## src/rtl/branch_pc_pkg.sv

```systemverilog
// Shared encodings for the branch/PC stage: branch opcodes, FSM states and
// the default reset and exception fetch addresses.
package branch_pc_pkg;

  localparam logic [1:0] BR_COND = 2'b00;
  localparam logic [1:0] BR_J    = 2'b01;
  localparam logic [1:0] BR_JR   = 2'b10;
  localparam logic [1:0] BR_RSV  = 2'b11;

  localparam logic [0:0] ST_RUN  = 1'b0;
  localparam logic [0:0] ST_PEND = 1'b1;

  localparam logic [31:0] RESET_PC_DEF = 32'h0000_0000;
  localparam logic [31:0] EXC_PC_DEF   = 32'h8000_0180;

endpackage

```

## src/rtl/branch_pc_br_target.sv

```systemverilog
// Combinational branch decision: whether the instruction in EX redirects
// fetch, and the address it redirects to.
module br_target
  import branch_pc_pkg::*;
(
  input  logic        br_valid,
  input  logic [1:0]  br_op,
  input  logic        cond,
  input  logic [31:0] br_pc,
  input  logic [15:0] br_off,
  input  logic [25:0] j_target,
  input  logic [31:0] jr_addr,
  output logic        taken,
  output logic [31:0] target
);

  logic        [31:0] pc_plus4;
  logic signed [31:0] off_ext;

  assign pc_plus4 = br_pc + 32'd4;
  // Word offset: sign-extend the immediate and scale to bytes.
  assign off_ext  = {{14{br_off[15]}}, br_off, 2'b00};

  always_comb begin
    taken  = 1'b0;
    target = pc_plus4;
    case (br_op)
      BR_COND: begin
        taken  = br_valid & cond;
        target = pc_plus4 + $unsigned(off_ext);
      end
      BR_J: begin
        taken  = br_valid;
        target = {pc_plus4[31:28], j_target, 2'b00};
      end
      BR_JR: begin
        taken  = br_valid;
        target = jr_addr & 32'hFFFF_FFFC;
      end
      BR_RSV: begin
        taken  = 1'b0;
        target = pc_plus4;
      end
      default: begin
        taken  = 1'b0;
        target = pc_plus4;
      end
    endcase
  end

endmodule

```

## src/rtl/branch_pc.sv

```systemverilog
// PC register with branch redirect, one-entry pending redirect for branches
// resolved under stall, exception redirect and a saturating taken counter.
module branch_pc
  import branch_pc_pkg::*;
#(
  parameter logic [31:0] RESET_PC = RESET_PC_DEF,
  parameter logic [31:0] EXC_PC   = EXC_PC_DEF
) (
  input  logic        clk,
  input  logic        reset,
  input  logic        Stall,
  input  logic        Exc,
  input  logic        BrValid,
  input  logic [1:0]  BrOp,
  input  logic        Cond,
  input  logic [31:0] BrPc,
  input  logic [15:0] BrOff,
  input  logic [25:0] JTarget,
  input  logic [31:0] JrAddr,
  output logic [31:0] PC,
  output logic        Flush,
  output logic [15:0] TakenCnt
);

  logic        taken;
  logic [31:0] target;
  logic [31:0] pend_tgt;
  logic [0:0]  state;

  function automatic logic [15:0] sat_inc(input logic [15:0] v);
    return (v == 16'hFFFF) ? v : v + 16'd1;
  endfunction

  br_target u_br_target (
    .br_valid (BrValid),
    .br_op    (BrOp),
    .cond     (Cond),
    .br_pc    (BrPc),
    .br_off   (BrOff),
    .j_target (JTarget),
    .jr_addr  (JrAddr),
    .taken    (taken),
    .target   (target)
  );

  always_ff @(posedge clk or posedge reset) begin
    if (reset) begin
      PC       <= RESET_PC;
      Flush    <= 1'b0;
      TakenCnt <= 16'd0;
      state    <= ST_RUN;
      pend_tgt <= 32'd0;
    end else begin
      case (state)
        ST_RUN: begin
          if (Exc) begin
            PC    <= EXC_PC;
            Flush <= 1'b1;
          end else if (taken && !Stall) begin
            PC       <= target;
            Flush    <= 1'b1;
            TakenCnt <= sat_inc(TakenCnt);
          end else if (taken) begin
            // Branch resolved while stalled: park the target until release.
            pend_tgt <= target;
            Flush    <= 1'b0;
            state    <= ST_PEND;
          end else if (Stall) begin
            Flush <= 1'b0;
          end else begin
            PC    <= PC + 32'd4;
            Flush <= 1'b0;
          end
        end
        ST_PEND: begin
          // New branches are ignored here; the parked redirect owns this slot.
          if (Exc) begin
            PC    <= EXC_PC;
            Flush <= 1'b1;
            state <= ST_RUN;
          end else if (Stall) begin
            Flush <= 1'b0;
          end else begin
            PC       <= pend_tgt;
            Flush    <= 1'b1;
            TakenCnt <= sat_inc(TakenCnt);
            state    <= ST_RUN;
          end
        end
        default: begin
          state <= ST_RUN;
          Flush <= 1'b0;
        end
      endcase
    end
  end

endmodule
```

## config.mk

```make
export PLATFORM = sky130hd
export DESIGN_NAME = branch_pc
export DESIGN_NICKNAME = d
export VERILOG_FILES = /design/src/rtl/branch_pc_pkg.sv /design/src/rtl/branch_pc_br_target.sv /design/src/rtl/branch_pc.sv
export SDC_FILE = /design/constraint.sdc
export NUM_CORES = 1
export LEC_CHECK = 0
export BUFFER_PORTS_ARGS = -buffer_cell sky130_fd_sc_hd__buf_4
export CAP_MARGIN = 20
export CELL_PAD_IN_SITES_DETAIL_PLACEMENT = 2
export CELL_PAD_IN_SITES_GLOBAL_PLACEMENT = 2
export CORE_ASPECT_RATIO = 1.25
export CORE_MARGIN = 10
export CORE_UTILIZATION = 36
export CTS_CLUSTER_SIZE = 10
export DETAILED_ROUTE_END_ITERATION = 7
export PLACE_DENSITY = 0.93
export REMOVE_ABC_BUFFERS = 1
export SLEW_MARGIN = 20
export SYNTH_ARGS = -nofsm -noshare
export SYNTH_HDL_FRONTEND = slang
export SYNTH_HIERARCHICAL = 1
export SYNTH_SLANG_ARGS = --single-unit
export TNS_END_PERCENT = 10
```

## constraint.sdc

```tcl
create_clock -name clk -period 6.7 [get_ports clk]
set_input_delay 1.34 -clock clk [delete_from_list [all_inputs] [get_ports clk]]
set_output_delay 1.34 -clock clk [all_outputs]
set_load 0.02 [all_outputs]
```

==> impl_metrics.py <==
metrics = {
    "floorplan": {
        "die_area_um2": 26600,
        "design.core.area_um2": 20100,
        "die_width_um": 148,
        "ioPinCount": 163,
        "die_h_um": 180,
        "fp-row-count": 58,
        "start_util_pct": 36.7,
    },
    "sta": {
        "fmax_ghz": 0.191,
        "fin_tns_setup_ns": 0,
        "slew_headroom_pct": 31.5,
        "finalCritPeriodShare_pct": 78.3,
        "skew_ns": 0.0153,
        "setup_viol": 0,
        "tightest_slew_ns": 1.03,
        "fin_ws_ns": 1.45,
        "rsz0062_at_grt": "false",
        "slew_violations": 0,
        "min_period_ns": 5.25,
        "hold_viol_final": 0,
    },
    "clocking": {
        "path_clk_slew_ns": 0.07,
        "cts_setup_buffers": 0,
        "cts_tree": "done",
        "cts_resized": 0,
        "cts_made_buffers": 9,
        "clock-root-buffer": "clkbuf_16",
        "cts_sinks": 82,
        "h-tree-depth": 3,
        "max-clock-path-buffers": 2,
        "holdBufCountCts": 0,
        "worstSkewPairLatency_ns": 0.36,
    },
    "global_route": {
        "overflow": 0,
        "grt.total_usage_pct": 27.1,
        "grt_max_degree": 83,
        "grt_pass1_wl_mm": 57.9,
        "first_global_vias": 9525,
        "antenna_found_initial": 0,
    },
    "logic_synthesis": {
        "ys_seq_area_share_pct": 27.8,
        "synth_area_per_cell_um2": 8.62,
        "yosys_warnings": 6,
        "synth-async-reset-ratio_pct": 100,
        "ys.flop_type": "dfrtp_1",
        "syn-cell-area_um2": 7370,
        "synthCells": 855,
        "synth-edff-count": 0,
        "synth_seq_cells": 82,
        "synth.distinct_cells": 83,
    },
    "power": {
        "leakage_nw": 3.94,
        "ir_worst_vdd_uv": 105,
        "power.density_nw_per_um2": 219,
    },
    "placement": {
        "place_congestion": 0.855,
        "place_ws_ns": 1.28,
        "hpwl_mm": 24.6,
        "placement.io_buffers": 160,
    },
    "finish": {
        "seqCellArea_um2": 2050,
        "layout.nets": 1146,
        "multi_input_area_um2": 5040,
        "num_antenna_cells": 0,
        "synthToLayoutAreaGrowth_pct": 24.1,
        "drive_gt1_share_pct": 26.1,
        "utilization_pct": 45.5,
        "fillers": 2206,
    },
    "drt": {
        "drt_first_pass_iters": 6,
        "wl_per_cell_um": 29.0,
        "postRouteAntennaNets": 0,
        "drtIter0Drc": 744,
        "routed_wl_mm": 36.7,
        "via_count": 8220,
        "route.detailed.drc": 0,
        "routed_via_density": 6.50,
    },
    "setup_path": {
        "crit_buf_inv": 1,
        "end_kind": "flop",
        "crit_chain": "buf_4 -> nand4_1 -> nor3_1 -> and2_4 -> nand3_1 -> xnor2_1 -> ha_1 -> a21o_1 -> a21o_1 -> a21o_1 -> nor3b_1 -> and3_1 -> nor3_2 -> a221oi_1 -> o32ai_1 -> a21oi_1 -> a21oi_1",
        "slowest_stage": "nor3_1",
        "crit_family": "simple AND/OR/NAND/NOR gates",
        "max_stage_delay_ns": 0.59,
        "cp.arrival_ns": 5.48,
        "required_ns": 6.93,
        "cpMostUsedCell": "a21o_1",
        "path_class": "input port to flop",
        "critPathMaxFanout": 6,
        "worst_setup_path_start_kind": "input port",
    },
    "worst_hold_path": {
        "hold_class": "flop to flop",
    },
    "status": {
        "run_status": "completed",
    },
    "run": {
        "maxCapViolations": 0,
    },
}
[layer usage]
layer	global-route usage (%)	vias to the layer above	wire, µm
met1	29.1	4181	13600
li1	-	3531	-
met3	5.93	148	2240
met4	14.5	0	1950
met5	0	-	0
met2	48.1	360	19000
[placed cells by master, fill, tap and decap left out, types with 16 or more instances in the layout]
| master | n |
|---|---|
| buf_4 | 169 |
| a21oi_1 | 84 |
| dfrtp_1 | 82 |
| nand2_1 | 75 |
| nor2_1 | 46 |
| xnor2_1 | 46 |
| ha_1 | 41 |
| nand3_1 | 34 |
| mux2_2 | 34 |
| o21ai_0 | 34 |
| inv_1 | 28 |
| a221oi_1 | 22 |
| nor3_1 | 21 |
| a221o_1 | 19 |
| nand4_1 | 18 |
| a222oi_1 | 17 |
| xor2_1 | 16 |
[state kept, by name, summed over array words and instances (netlist names)]
name / flops
TakenCnt: 16
state: 1
PC: 32
Flush: 1
pend_tgt: 32
[logic make-up after synthesis]
kind of cell,Yosys count,synth area share [%]
multiplexers,48,7.10
flip-flops,82,27.8
buffers and inverters,76,4.02
adder cells (fa/ha/maj),43,7.40
AND/OR/NAND/NOR,274,19.9
AO/OA/AOI/OAI,268,25.9
XOR/XNOR,64,7.81
[cells in the mapped netlist (21+ instances only)]
master,instances,area [µm²]
a221oi_1,22,193
dfrtp_1,82,2050
nor2_1,47,176
ha_1,42,526
nand3_1,34,170
nand2_1,75,282
clkbuf_1,39,146
nor3_1,21,105
mux2_2,34,383
inv_1,29,109
a21oi_1,84,420
o21ai_0,35,175
xnor2_1,46,403
[power by group]
part	switching, mW	total, mW	leakage (nW)	internal [mW]
registers	0.112	0.709	1.05	0.596
clock network	0.237	0.572	0.162	0.335
logic	0.421	0.721	2.72	0.301
total	0.770	2.00	3.94	1.23
[path summary, 6_finish.rpt]
| check | depth (start not counted) | slack, ns | end | startpoint |
|---|---|---|---|---|
| min in group asynchronous | 3 | 1.21 | pend_tgt[24]$_DFFE_PP0P_ | reset |
| worst min-delay path | 1 | 0.50 | TakenCnt[15]$_DFFE_PP0P_ | TakenCnt[15]$_DFFE_PP0P_ |
| max in group asynchronous | 3 | 4.94 | pend_tgt[2]$_DFFE_PP0P_ | reset |
| worst max register to register | 5 | 3.96 | pend_tgt[29]$_DFFE_PP0P_ | state$_DFF_PP0_ |
| worst min register to register | 1 | 0.50 | TakenCnt[15]$_DFFE_PP0P_ | TakenCnt[15]$_DFFE_PP0P_ |
| worst max-delay path | 17 | 1.45 | PC[30]$_DFFE_PP0P_ | BrPc[14] |
[final cells by class]
type	count	area share (%)
flip-flops and latches	82	22.4
well taps	270	3.70
inverters	29	1.20
repair buffers	170	14.0
multi-input cells	697	55.2
clock buffers	10	2.61
clock inverters	6	0.876
[per-stage QoR]
stage          instances  hold WS [ns]  area (µm²)  total power [mW]
6_report            1264         0.499        9140              2.00
2_1_floorplan        808         0.480        7180              1.08
3_5_place_dp        1248         0.494        8820              1.37
3_3_place_gp        1248         0.468        8820              1.31
5_1_grt             1264         0.527        9140              2.07
4_1_cts             1264         0.507        9140              1.98
Power figures use the tool's default switching activity.
